[config.mk]
export PLATFORM = sky130hd
export DESIGN_NAME = comparator_8bit
export DESIGN_NICKNAME = d
export VERILOG_FILES = /design/src/rtl/comparator_pkg.sv /design/src/rtl/comparator_8bit_cmp_slice4.sv /design/src/rtl/comparator_8bit.sv
export SDC_FILE = /design/constraint.sdc
export NUM_CORES = 1
export LEC_CHECK = 0
export ABC_AREA = 1
export CAP_MARGIN = 20
export CELL_PAD_IN_SITES_DETAIL_PLACEMENT = 1
export CELL_PAD_IN_SITES_GLOBAL_PLACEMENT = 1
export CORE_AREA = 2 2 39 41
export DETAILED_ROUTE_END_ITERATION = 16
export DIE_AREA = 0 0 41 43
export DONT_BUFFER_PORTS = 1
export PLACE_DENSITY = 0.69
export SLEW_MARGIN = 40
export SYNTH_ARGS = -nofsm -noshare
export SYNTH_HDL_FRONTEND = slang
export SYNTH_SLANG_ARGS = --single-unit
[constraint.sdc]
create_clock -name clk -period 1.2 [get_ports clk]
set_input_delay 0.12 -clock clk [delete_from_list [all_inputs] [get_ports clk]]
set_output_delay 0.12 -clock clk [all_outputs]
set_load 0.02 [all_outputs]
[src/rtl/comparator_pkg.sv]
// rtl/comparator_pkg.sv - shared slice width, compare result type and flag decode
package comparator_pkg;

  localparam int SLICE_W = 4;

  typedef enum logic [1:0] {
    CMP_EQ,
    CMP_GT,
    CMP_LT
  } cmp_result_t;

  typedef struct packed {
    logic eq;
    logic gt;
    logic lt;
  } cmp_flags_t;

  function automatic cmp_flags_t result_to_flags(input cmp_result_t r);
    cmp_flags_t f;
    f = '0;
    case (r)
      CMP_EQ:  f.eq = 1'b1;
      CMP_GT:  f.gt = 1'b1;
      default: f.lt = 1'b1;
    endcase
    return f;
  endfunction

endpackage

[src/rtl/comparator_8bit_cmp_slice4.sv]
// rtl/comparator_8bit_cmp_slice4.sv - combinational 4-bit unsigned magnitude compare
module cmp_slice4
  import comparator_pkg::*;
(
  input  logic [SLICE_W-1:0] a4,
  input  logic [SLICE_W-1:0] b4,
  output logic               eq,
  output logic               gt,
  output logic               lt
);

  assign eq = (a4 == b4);
  assign gt = (a4 > b4);
  assign lt = (a4 < b4);

endmodule

[src/rtl/comparator_8bit.sv]
// rtl/comparator_8bit.sv - registered unsigned magnitude compare built from 4-bit slices
module comparator_8bit
  import comparator_pkg::*;
#(
  parameter int WIDTH       = 8,
  parameter int APPROX_LSBS = 0
) (
  input  logic             clk,
  input  logic             rst,
  input  logic             in_valid,
  input  logic [WIDTH-1:0] a,
  input  logic [WIDTH-1:0] b,
  output logic             out_valid,
  output logic             AeqB,
  output logic             AgtB,
  output logic             AltB
);

  localparam int NSLICE = WIDTH / SLICE_W;
  // Ignored LSBs are zeroed on both sides, so fully covered slices compare equal.
  localparam logic [WIDTH-1:0] MASK = {WIDTH{1'b1}} << APPROX_LSBS;

  logic [WIDTH-1:0]  a_m;
  logic [WIDTH-1:0]  b_m;
  logic [NSLICE-1:0] slice_eq;
  logic [NSLICE-1:0] slice_gt;
  logic [NSLICE-1:0] slice_lt;

  assign a_m = a & MASK;
  assign b_m = b & MASK;

  for (genvar i = 0; i < NSLICE; i++) begin : g_slice
    cmp_slice4 u_slice (
      .a4 (a_m[i*SLICE_W +: SLICE_W]),
      .b4 (b_m[i*SLICE_W +: SLICE_W]),
      .eq (slice_eq[i]),
      .gt (slice_gt[i]),
      .lt (slice_lt[i])
    );
  end

  cmp_result_t result;
  logic        found;

  always_comb begin
    result = CMP_EQ;
    found  = 1'b0;
    for (int i = NSLICE - 1; i >= 0; i--) begin
      if (!found && !slice_eq[i]) begin
        found  = 1'b1;
        result = slice_gt[i] ? CMP_GT : (slice_lt[i] ? CMP_LT : CMP_EQ);
      end
    end
  end

  logic       out_valid_d, out_valid_q;
  cmp_flags_t flags_d, flags_q;

  always_comb begin
    out_valid_d = in_valid;
    flags_d     = flags_q;
    if (in_valid) begin
      flags_d = result_to_flags(result);
    end
  end

  always_ff @(posedge clk) begin
    if (rst) begin
      out_valid_q <= 1'b0;
      flags_q     <= '0;
    end else begin
      out_valid_q <= out_valid_d;
      flags_q     <= flags_d;
    end
  end

  assign out_valid = out_valid_q;
  assign AeqB      = flags_q.eq;
  assign AgtB      = flags_q.gt;
  assign AltB      = flags_q.lt;

endmodule

# After elaboration in Yosys (flattened, before gate mapping)
# Index checks and enable logic that the tools add are counted.
# word_totals
regBits,4
out_inout_bits,4
wordCells,24
# op_classes
magnitude_cmp,4
n_eq_ne,3
n_mux,9
n_reduce_logical,4
# ops
op,count
two-way mux 2 bit,6
== test 4 bit,2
> comparator 4 bit,2
< comparator 4 bit,2
two-way mux 1 bit,3
"== test 2 x 1 -> 1 bit, second input constant",1
zero test 2 bit,1
OR reduction 2 bit,1
logical AND 1 bit,1
zero test 1 bit,1

# Depth between registers and ports, before layout
# Gate-level depths: netlist of the first run.
# depth
word_depth,8
depth_mapped,11

# Cells and area by module
# A second synthesis of the first run with hierarchy kept.
# unflattened
hier_cells,66
hier_area_um2,417.9
# modules_own_cells
mod,n_inst,cells_each,area_per_inst_um2,seq_area_each_um2
cmp_slice4,2,20,115.1,0.0
comparator_8bit,1,26,187.7,80.1

# Least setup slack after synthesis of the first run
# No wires, ideal clock.
# synth_path
kind,input port to flip-flop
startpoint,input port b[7]
endpoint,register flags_q (netlist bit AltB)
setup_time_ns,0.122
arrival_time_ns,0.906
t_required_ns,1.078
path_slack_ns,0.173
path_stages,8
cell_sequence,inv_1 > ha_1 > nand2_2 > nor2_2 > nor2_1 > nand2_1 > o21a_1 > a21oi_2
# synth_via
elab_chain_cells,8
elab_cells_between_ends,12
cone_classes,order compare: 2; eq/ne: 2; mux: 5; reduce/logical: 3
# synth_lines
item,line_no,text
start: declaration,comparator_8bit.sv:12,"input logic [WIDTH-1:0] b,"
< comparator 4 bit,comparator_8bit_cmp_slice4.sv:14,assign lt = (a4 < b4);
two-way mux 2 bit (2 in series),comparator_8bit.sv:51,result = slice_gt[i] ? CMP_GT : (slice_lt[i] ? CMP_LT : CMP_EQ);
two-way mux 2 bit,comparator_8bit.sv:49,if (!found && !slice_eq[i]) begin
two-way mux 2 bit *,comparator_8bit.sv:49,
== test 2 x 1 -> 1 bit / zero test 2 bit (equally long branches),comparator_pkg.sv:21,case (r)
OR reduction 2 bit (no source line) *,n/a,
two-way mux 1 bit *,comparator_pkg.sv:21,
end signal: assignment,comparator_8bit.sv:73,flags_q <= flags_d;
end: declaration,comparator_8bit.sv:57,"cmp_flags_t flags_d, flags_q;"
# Mark *: on every way between the ends. The rest lies on a longest branch, timed or not.
# A chain may end at the register's enable or synchronous reset.

# Final worst setup path of the first run
# Same ends and word-level chain as after synthesis.

==> key figures, run 1 <==
STA
  • Fin crit share: between 70% and 80%
  • Fin. max-slew vios: 0
  • Fmax: 1.16 GHz
  • Final min period: 861 ps
  • Setup ws final: 339 ps
  • Final Setup Violations: 0
  • Worst hold slack: 29.2 ps
  • Setup TNS: 0 ps
  • Slew headroom: 84.1%
  • RSZ-0062 raised after global routing: no
  • Slew @ Worst Pin: between 200 and 250 ps
  • Hold Fails Final Rpt: 0
  • Clock Skew: 0 ps

Yosys
  • Share of the yosys chip area belonging to registers: 20.6%
  • Yosys reg bits: 4
  • Synthesized area: 389 µm²
  • Syn Nets: 86
  • Count of cell types in the netlist: 16
  • Cells after synthesis: 59
  • Syn Area/Cell: around 6.6 µm²
  • Synthesis Warnings: 0

Pwr
  • Cell Pwr Density: roughly 950 nW/µm²
  • NetSw: 0.000131 W
  • Sw Ratio: 30.5%
  • VDD IR-drop max: 0.462 mV
  • Int Power: 0.000299 W
  • Logic pwr share: 24.5%
  • Sequential share of power: 36.3%
  • Leak: ~0.26 nW
  • Clock share of power: 39.2%

Critical path
  • CP Capture Type: flip-flop
  • Max FO, Critical Path: 3
  • Crit path DAT: 980 ps
  • Worst Setup Start Kind: input pin
  • Crit Path Category: input pin to flip-flop
  • Req. time, crit path: 1320 ps

Layout
  • Layout Cells excl Fill: 80
  • Most frequent cells in the layout: 17 x nand2_1, 15 x inv_1, 8 x ha_1
  • Filler Cell Count: 189
  • Ant diodes: 0
  • Most common cell after layout, fill and taps aside: nand2_1
  • P&R area growth vs syn: 16.1%
  • Layout cell share with drive strength beyond 1: 12.5%
  • Area of the multi-input gates: 249 µm²
  • Nets: 93
  • Fin util: around a third
  • Register area: 80.1 µm²

Route
  • Initial drt markers: 1
  • WL per Instance: about 9 µm
  • Drt via density: 4.59
  • Final WL: 740 µm
  • DRT Pass-1 Iters: 2
  • Via count: 367
  • DRC Markers: 0
  • Post-route ant nets: 0

Global routing
  • Grt ovf: 0
  • Pin count of the biggest net entering global routing: 5
  • Vias in the first global route: 371
  • First-pass GRT wire length: about 1300 µm
  • Tot GR Track Use: 10.4%
  • Number of antenna violations at the first check in global routing: 0

Floorplan
  • Die area: approximately 1800 µm²
  • Initial Utilization: approximately 28%
  • Die width: 41 µm
  • Num rows: 14
  • Core area: 1380 µm²
  • IO Pins: 23
  • Die height: 43 µm

Clocking
  • Clk sinks: 4
  • Root buffer cell: clkbuf_4
  • Htree depth: 1
  • Post-CTS Resized: 0
  • CTS tree: yes
  • Worst-path clk slew: 40 ps
  • Clock tree buffer depth: 2
  • Worst skew pair latency: 230 ps
  • Number of CTS-inserted buffers: 3

Job
  • Max cap viols: 0

Placed design
  • Cells after DPL: 75
  • GP Congestion: around 0.67
  • I/O Buffers: 0
  • Pre-CTS setup slack: 94.2 ps
  • Final HPWL DP: 669 µm

Outcome
  • Status: finished, final reports clean

Worst hold path
  • Worst Hold Class: input pin to flip-flop
## path summary, 6_finish.rpt
kind | startpoint | end | slack, ps | cells after the start
min | in_valid | out_valid | 30 | 2
max reg2reg | AltB | AltB | 430 | 2
max | b[7] | AltB | 340 | 8
min reg2reg | AgtB | AgtB | 560 | 2
## worst max-delay path, stage by stage
cell and delay, ps:
inv_1 20, ha_1 290, nand2_2 80, nor2_2 130, nor2_1 50, nand2_1 100, o21a_1 140, a21oi_2 50
## Yosys cell counts
library cell | number | area share (%)
nand4_1 | 1 | 1.6
o21bai_1 | 1 | 1.9
nand2_2 | 1 | 1.6
o21a_1 | 1 | 1.9
a21oi_1 | 3 | 3.9
nor2_1 | 2 | 1.9
o21ai_0 | 1 | 1.3
ha_1 | 8 | 26
inv_2 | 1 | 0.96
inv_1 | 15 | 14
a21oi_2 | 1 | 2.3
dfxtp_1 | 4 | 21
nor2_2 | 1 | 1.6
nor3_2 | 1 | 2.6
nand2_1 | 17 | 16
nand3_1 | 1 | 1.3
## power groups by stage
| stage | clock (W) | sequential [W] | combinational (W) |
|---|---|---|---|
| final | 0.000169 | 0.000156 | 0.000106 |
| after CTS | 0.000177 | 0.000157 | 0.000109 |
| after global routing | 0.000178 | 0.000158 | 0.000127 |
| after floorplan | 0 | 0.000157 | 0.0000853 |
| after global placement | 0 | 0.000159 | 0.0000991 |
| after detailed placement | 0 | 0.000159 | 0.000102 |
## metrics by stage
step                area, µm²  total power (W)
finish                    452         0.000430
CTS                       452         0.000443
detailed placement        409         0.000261
global route              452         0.000463
global placement          409         0.000258
floorplan                 389         0.000242
## metal layers
| layer | GRT usage (%) | vias up | part of all wire, % |
|---|---|---|---|
| li1 | - | 191 | - |
| met1 | 10.9 | 163 | 43 |
| met2 | 17.8 | 13 | 50 |
| met3 | 2.09 | 0 | 6.6 |
| met4 | 6.00 | 0 | 0 |
| met5 | 0 | - | 0 |
## repair_timing
item                                   in CTS  in global routing
endpoints found under the hold margin       3                  0
setup buffers                               0                  0
hold buffers                                2                  0
## cell families (layout without fill, tap and decap cells)
group	after synthesis	in the layout	synth area share [%]
adder cells (fa/ha/maj)	8	8	25.7
AO/OA/AOI/OAI	7	7	11.3
AND/OR/NAND/NOR	24	24	27.0
buffers and inverters	16	21	15.4
flip-flops	4	4	20.6
## state kept, by name, indices dropped and copies added (netlist names)
| name | cells |
|---|---|
| AeqB | 1 |
| AgtB | 1 |
| out_valid | 1 |
| AltB | 1 |
## final cells by class
| class | instances | area share, % |
|---|---|---|
| multi-input combinational | 39 | 55.1 |
| sequential | 4 | 17.7 |
| inverter | 16 | 13.3 |
| clock buffer | 3 | 4.99 |
| timing repair buffer | 2 | 4.43 |
| tap | 16 | 4.43 |
No activity file was read; power rests on OpenSTA's default activity.
==> run 2, diff against run 1 <==
- clock period: 1.2 -> 0.8 ns (I/O delays scaled with it)
==> key figures, run 2 (synthesized netlist as in run 1, its figures left out) <==
STA
  • Fmax: between 1 and 1.5 GHz
  • RSZ-0062 raised after global routing: yes (was no)
  • Setup TNS: 0 ps (unchanged)
  • Final Setup Violations: 0 (unchanged)
  • Slew @ Worst Pin: 212 ps (was 239 ps)
  • Slew headroom: 85.8% (was 84.1%)
  • Fin. max-slew vios: 0 (unchanged)
  • Clock Skew: 0 ps (unchanged)
  • Final min period: 785 ps
  • Hold Fails Final Rpt: 0 (unchanged)
  • Fin crit share: roughly 98%

Pwr
  • Logic pwr share: 36.1% (was 24.5%)
  • Clock share of power: 34.0% (was 39.2%)
  • NetSw: 0.000234 W (was 0.000131 W)
  • Cell Pwr Density: 1210 nW/µm² (was 953 nW/µm²)
  • Total power: 0.000752 W (was 0.000430 W)
  • Sw Ratio: 31.1% (was 30.5%)
  • Int Power: 0.000518 W (was 0.000299 W)
  • VDD IR-drop max: 0.729 mV (was 0.462 mV)
  • Sequential share of power: 29.9% (was 36.3%)
  • Leak: 0.289 nW (was 0.260 nW)

Route
  • WL per Instance: 11.1 µm (was 9.25 µm)
  • Via count: 385 (was 367)
  • Drt via density: 4.58 (was 4.59)
  • DRC Markers: 0 (unchanged)
  • Final WL: 929 µm (was 740 µm)
  • DRT Pass-1 Iters: 3 (was 2)
  • Post-route ant nets: 0 (unchanged)
  • Initial drt markers: 1 (unchanged)

Placed design
  • I/O Buffers: 0 (unchanged)
  • Placed Area: 549 µm² (was 409 µm²)
  • GP Congestion: 0.615 (was 0.665)
  • Final HPWL DP: 801 µm (was 669 µm)

Floorplan
  • Die width: 41 µm (unchanged)
  • Num rows: 14 (unchanged)
  • Die area: 1760 µm² (unchanged)
  • Core area: 1380 µm² (unchanged)
  • Die height: 43 µm (unchanged)
  • Initial Utilization: 28.1% (unchanged)
  • IO Pins: 23 (unchanged)

Global routing
  • Vias in the first global route: 394 (was 371)
  • First-pass GRT wire length: 1530 µm (was 1290 µm)
  • Number of antenna violations at the first check in global routing: 0 (unchanged)
  • Grt ovf: 0 (unchanged)
  • Pin count of the biggest net entering global routing: 5 (unchanged)
  • Tot GR Track Use: 13.6% (was 10.4%)

Clocking
  • Htree depth: 1 (unchanged)
  • CTS tree: yes (unchanged)
  • Number of CTS-inserted buffers: 3 (unchanged)
  • Post CTS Setup Buffer Count: 0 (unchanged)
  • Worst-path clk slew: 40 ps (about the same)
  • Worst skew pair latency: 240 ps (was 230 ps)
  • Root buffer cell: clkbuf_4 (unchanged)
  • Clock tree buffer depth: 2 (unchanged)
  • Clk sinks: 4 (unchanged)

Worst hold path
  • Worst Hold Class: input pin to flip-flop (unchanged)
  • Hold Path Origin: in_valid (unchanged)
  • WHS Path Cells: 3 (was 2)
  • Hold endpoint: AgtB (was out_valid)

Layout
  • Fin util: 45.0% (was 32.6%)
  • P&R area growth vs syn: 60.1% (was 16.1%)
  • Final Cell Area: 623 µm² (was 452 µm²)
  • Layout cell share with drive strength beyond 1: 44.1% (was 12.5%)
  • Most frequent cells in the layout: 15 x nand2_1, 7 x inv_1, 7 x ha_4 (was 17 x nand2_1, 15 x inv_1, 8 x ha_1)
  • Filler Cell Count: 173 (was 189)
  • Ant diodes: 0 (unchanged)
  • Nets: 97 (was 93)
  • Most common cell after layout, fill and taps aside: nand2_1 (unchanged)

Critical path
  • Req. time, crit path: 720 ps (was 1320 ps)
  • Critical path's slowest cell: dfxtp_1 (was ha_1)
  • Top delay family on crit path: flip-flops (was simple AND/OR/NAND/NOR gates)
  • Worst r2r dst: AltB (unchanged)
  • CP Capture Type: output pin (was flip-flop)
  • Crit path DAT: 710 ps (was 980 ps)
  • Worst Setup Start Kind: flip-flop (was input pin)
  • Max FO, Critical Path: 2 (was 3)
  • FF-to-FF Start: AltB (unchanged)
  • Max stage delay on crit path: 340 ps (was 290 ps)
  • Worst Setup SP: AeqB (was b[7])
  • Crit Path Category: flip-flop to output pin (was input pin to flip-flop)
  • Worst R2R Setup Slack: 130 ps (was 430 ps)
  • R2R depth: 2 (unchanged)
  • Cell Chain, Critical Path: buf_6 (was inv_1 -> ha_1 -> nand2_2 -> nor2_2 -> nor2_1 -> nand2_1 -> o21a_1 -> a21oi_2)
  • Crit path buf inv count: 1 (unchanged)

Job
  • Max cap viols: 0 (unchanged)

Outcome
  • Status: finished, final reports clean (unchanged)
-- run 2: layout make-up --
class                      instances  area (µm²)  share of cell area (%)
tap                               16        20.0                    3.21
sequential                         4        82.6                    13.3
timing repair buffer               6        63.8                    10.2
inverter                          16        77.6                    12.4
multi-input combinational         39         357                    57.2
clock buffer                       3        22.5                    3.61
-- run 2: worst max-delay path by stage --
stage               cells after the start   end  slack [ps]
detailed placement                      8  AltB        -230
floorplan                               8  AltB        -140
global placement                        8  AltB        -210
finish                                  1  AeqB          10
global route                            8  AltB         -10
CTS                                     1  AltB           2
-- run 2: what timing repair did --
item | CTS | global route
gates resized for setup | 0 | 7
endpoints found under the setup margin | 0 | 5
hold buffers | 3 | 0
endpoints found under the hold margin | 4 | 0
-- run 2: stage by stage --
step | cells | setup slack [ps] | hold WS (ps)
floorplan | 59 | -138 | 149
global placement | 78 | -214 | 155
detailed placement | 78 | -231 | 157
CTS | 84 | 2.33 | 18.0
global route | 84 | -11.6 | 26.4
finish | 84 | 15.0 | 19.9
-- run 2: power by group through the flow --
stage | Clock [W] | Combinational [W] | Sequential (W)
6_report | 0.000255 | 0.000271 | 0.000225
3_5_place_dp | 0 | 0.000252 | 0.000225
3_3_place_gp | 0 | 0.000237 | 0.000224
4_1_cts | 0.000273 | 0.000266 | 0.000222
5_1_grt | 0.000284 | 0.000311 | 0.000227
2_1_floorplan | 0 | 0.000186 | 0.000235
-- run 2: tightest hold or removal path, stage by stage --
cell	delay, ps
inv_2	30
nand2_1	50
a21oi_1	60
-- run 2: routing by layer --
layer	track usage, %	share of wire [%]	up-vias
met5	0	0	-
met4	10.0	3.0	0
met3	3.66	6.0	3
li1	-	-	199
met1	13.2	37	167
met2	22.5	53	16
==> run 3, diff against run 2 <==
--- a/constraint.sdc
+++ b/constraint.sdc
@@ -3,2 +3,2 @@
 set_output_delay 0.08 -clock clk [all_outputs]
-set_load 0.02 [all_outputs]
+set_load 0.005 [all_outputs]
==> key figures, run 3 (synthesized netlist as in run 1, its figures left out) <==
Clocking
  • Worst-path clk slew: 40 ps (about the same)
  • Clk sinks: 4 (unchanged)
  • Number of CTS-inserted buffers: 3 (unchanged)
  • CTS tree: yes (unchanged)
  • Htree depth: 1 (unchanged)
  • Worst skew pair latency: 230 ps (was 240 ps)
  • Clock tree buffer depth: 2 (unchanged)
  • Root buffer cell: clkbuf_4 (unchanged)

Critical path
  • Crit path buf inv count: 2 (was 1)
  • FF-to-FF Start: AltB (unchanged)
  • Worst Setup Start Kind: input pin (was flip-flop)
  • Worst R2R Setup Slack: 120 ps (was 130 ps)
  • Critical path's slowest cell: ha_4 (was dfxtp_1)
  • Cell Chain, Critical Path: inv_12 -> ha_4 -> inv_2 -> o21bai_1 -> nand2_1 -> nand2_2 -> o21a_1 -> a21oi_2 (was buf_6)
  • Worst r2r dst: AltB (unchanged)
  • Max stage delay on crit path: 270 ps (was 340 ps)
  • R2R depth: 2 (unchanged)
  • Crit path DAT: 860 ps (was 710 ps)
  • Crit Path Category: input pin to flip-flop (was flip-flop to output pin)
  • CP Capture Type: flip-flop (was output pin)
  • Max FO, Critical Path: 3 (was 2)
  • Worst Setup SP: b[5] (was AeqB)
  • Req. time, crit path: 920 ps (was 720 ps)
  • Top delay family on crit path: compound AO/OA/AOI/OAI gates (was flip-flops)

Layout
  • Filler Cell Count: 176 (was 173)
  • Most frequent cells in the layout: 15 x nand2_1, 7 x inv_1, 7 x ha_4 (unchanged)
  • Most common cell after layout, fill and taps aside: nand2_1 (unchanged)
  • Nets: 94 (was 97)
  • P&R area growth vs syn: 52.7% (was 60.1%)
  • Area of the multi-input gates: 364 µm² (was 357 µm²)
  • Ant diodes: 0 (unchanged)
  • Layout cell share with drive strength beyond 1: 41.5% (was 44.1%)
  • Register area: 80.1 µm² (was 82.6 µm²)

STA
  • Fin crit share: 92.1% (was 98.1%)
  • RSZ-0062 raised after global routing: yes (unchanged)
  • Final Setup Violations: 0 (unchanged)
  • Clock Skew: 0 ps (unchanged)
  • Hold Fails Final Rpt: 0 (unchanged)
  • Fmax: 1.36 GHz (was 1.27 GHz)
  • Fin. max-slew vios: 0 (unchanged)
  • Worst hold slack: 26.9 ps (was 19.9 ps)
  • Final min period: 737 ps (was 785 ps)
  • Slew headroom: 86.2% (was 85.8%)
  • Slew @ Worst Pin: 205 ps (was 212 ps)
  • Setup TNS: 0 ps (unchanged)

Global routing
  • Tot GR Track Use: 12.4% (was 13.6%)
  • Grt ovf: 0 (unchanged)
  • Number of antenna violations at the first check in global routing: 0 (unchanged)
  • GR Util met2: 18.4% (was 22.5%)
  • Vias in the first global route: 399 (was 394)
  • GRT met1 Usage: 13.8% (was 13.2%)
  • GRT met3 Usage: 2.09% (was 3.66%)
  • Pin count of the biggest net entering global routing: 5 (unchanged)
  • GRT Max-Usage Layer: met2 (unchanged)
  • First-pass GRT wire length: 1440 µm (was 1530 µm)

Floorplan
  • Core area: 1380 µm² (unchanged)
  • Die width: 41 µm (unchanged)
  • IO Pins: 23 (unchanged)
  • Initial Utilization: 28.1% (unchanged)
  • Die area: 1760 µm² (unchanged)
  • Die height: 43 µm (unchanged)
  • Num rows: 14 (unchanged)

Placed design
  • GP Congestion: 0.618 (was 0.615)
  • Final HPWL DP: 712 µm (was 801 µm)
  • I/O Buffers: 0 (unchanged)

Route
  • Final WL: 858 µm (was 929 µm)
  • Drt via density: 4.57 (was 4.58)
  • DRC Markers: 0 (unchanged)
  • WL per Instance: 10.6 µm (was 11.1 µm)
  • Post-route ant nets: 0 (unchanged)
  • DRT Pass-1 Iters: 2 (was 3)
  • Initial drt markers: 3 (was 1)
  • Via count: 370 (was 385)

Job
  • Max cap viols: 0 (unchanged)

Worst hold path
  • Hold endpoint: AgtB (unchanged)
  • Worst Hold Class: input pin to flip-flop (unchanged)
  • WHS Path Cells: 3 (unchanged)
  • Hold Path Origin: rst (was in_valid)

Outcome
  • Status: finished, final reports clean (unchanged)

Pwr
  • VDD IR-drop max: 0.614 mV (was 0.729 mV)
  • Cell Pwr Density: 1190 nW/µm² (was 1210 nW/µm²)
  • Leak: 0.270 nW (was 0.289 nW)
==> run 3: changes by cell type in the layout (fill, tap and decap cells not counted), sizes merged <==
cell  before  now
buf        3    0
==> run 3: per-stage QoR <==
step	utilization (%)	instance area (µm²)	power, W	instances	worst slack, ps
2_1_floorplan	-	507	0.000408	59	-138
3_3_place_gp	38.1	527	0.000435	75	-196
3_5_place_dp	38.1	527	0.000444	75	-247
4_1_cts	42.0	582	0.000723	81	20.7
5_1_grt	42.9	594	0.000768	81	-9.24
6_report	42.9	594	0.000708	81	63.0
==> run 3: worst max path at each step <==
stage / slack, ps / depth (start not counted) / to
3_5_place_dp: -250 / 8 / AltB
3_3_place_gp: -200 / 8 / AltB
4_1_cts: 20 / 8 / AltB
5_1_grt: -9 / 8 / AeqB
6_report: 60 / 8 / AltB
2_1_floorplan: -140 / 8 / AltB
==> run 3: tightest hold or removal path, cell delays in order <==
cell     delay, ps
inv_1           30
nand2_1         80
a21oi_2         30
==> run 3: repair_timing <==
item / CTS / global route
setup buffers: 0 / 0
resized for setup: 1 / 3
pin swaps: 0 / 9
hold buffers: 3 / 0
endpoints found under the hold margin: 4 / 0
setup endpoints to repair: 1 / 3
==> run 3: per-layer routing <==
metal	routed length, µm	vias up
met2	423	15
li1	-	192
met1	334	159
met4	31	0
met3	69	4
met5	0	-
==> run 3: report_power, final <==
part           switching [W]  internal [W]
combinational       0.000121      0.000118
clock              0.0000810      0.000168
sequential        0.00000809      0.000213
total               0.000210      0.000498
==> run 3: layout make-up <==
| class | count | share of cell area (%) |
|---|---|---|
| clock buffer | 3 | 3.79 |
| inverter | 16 | 13.1 |
| multi-input combinational | 39 | 61.3 |
| sequential | 4 | 13.5 |
| tap | 16 | 3.37 |
| timing repair buffer | 3 | 5.05 |
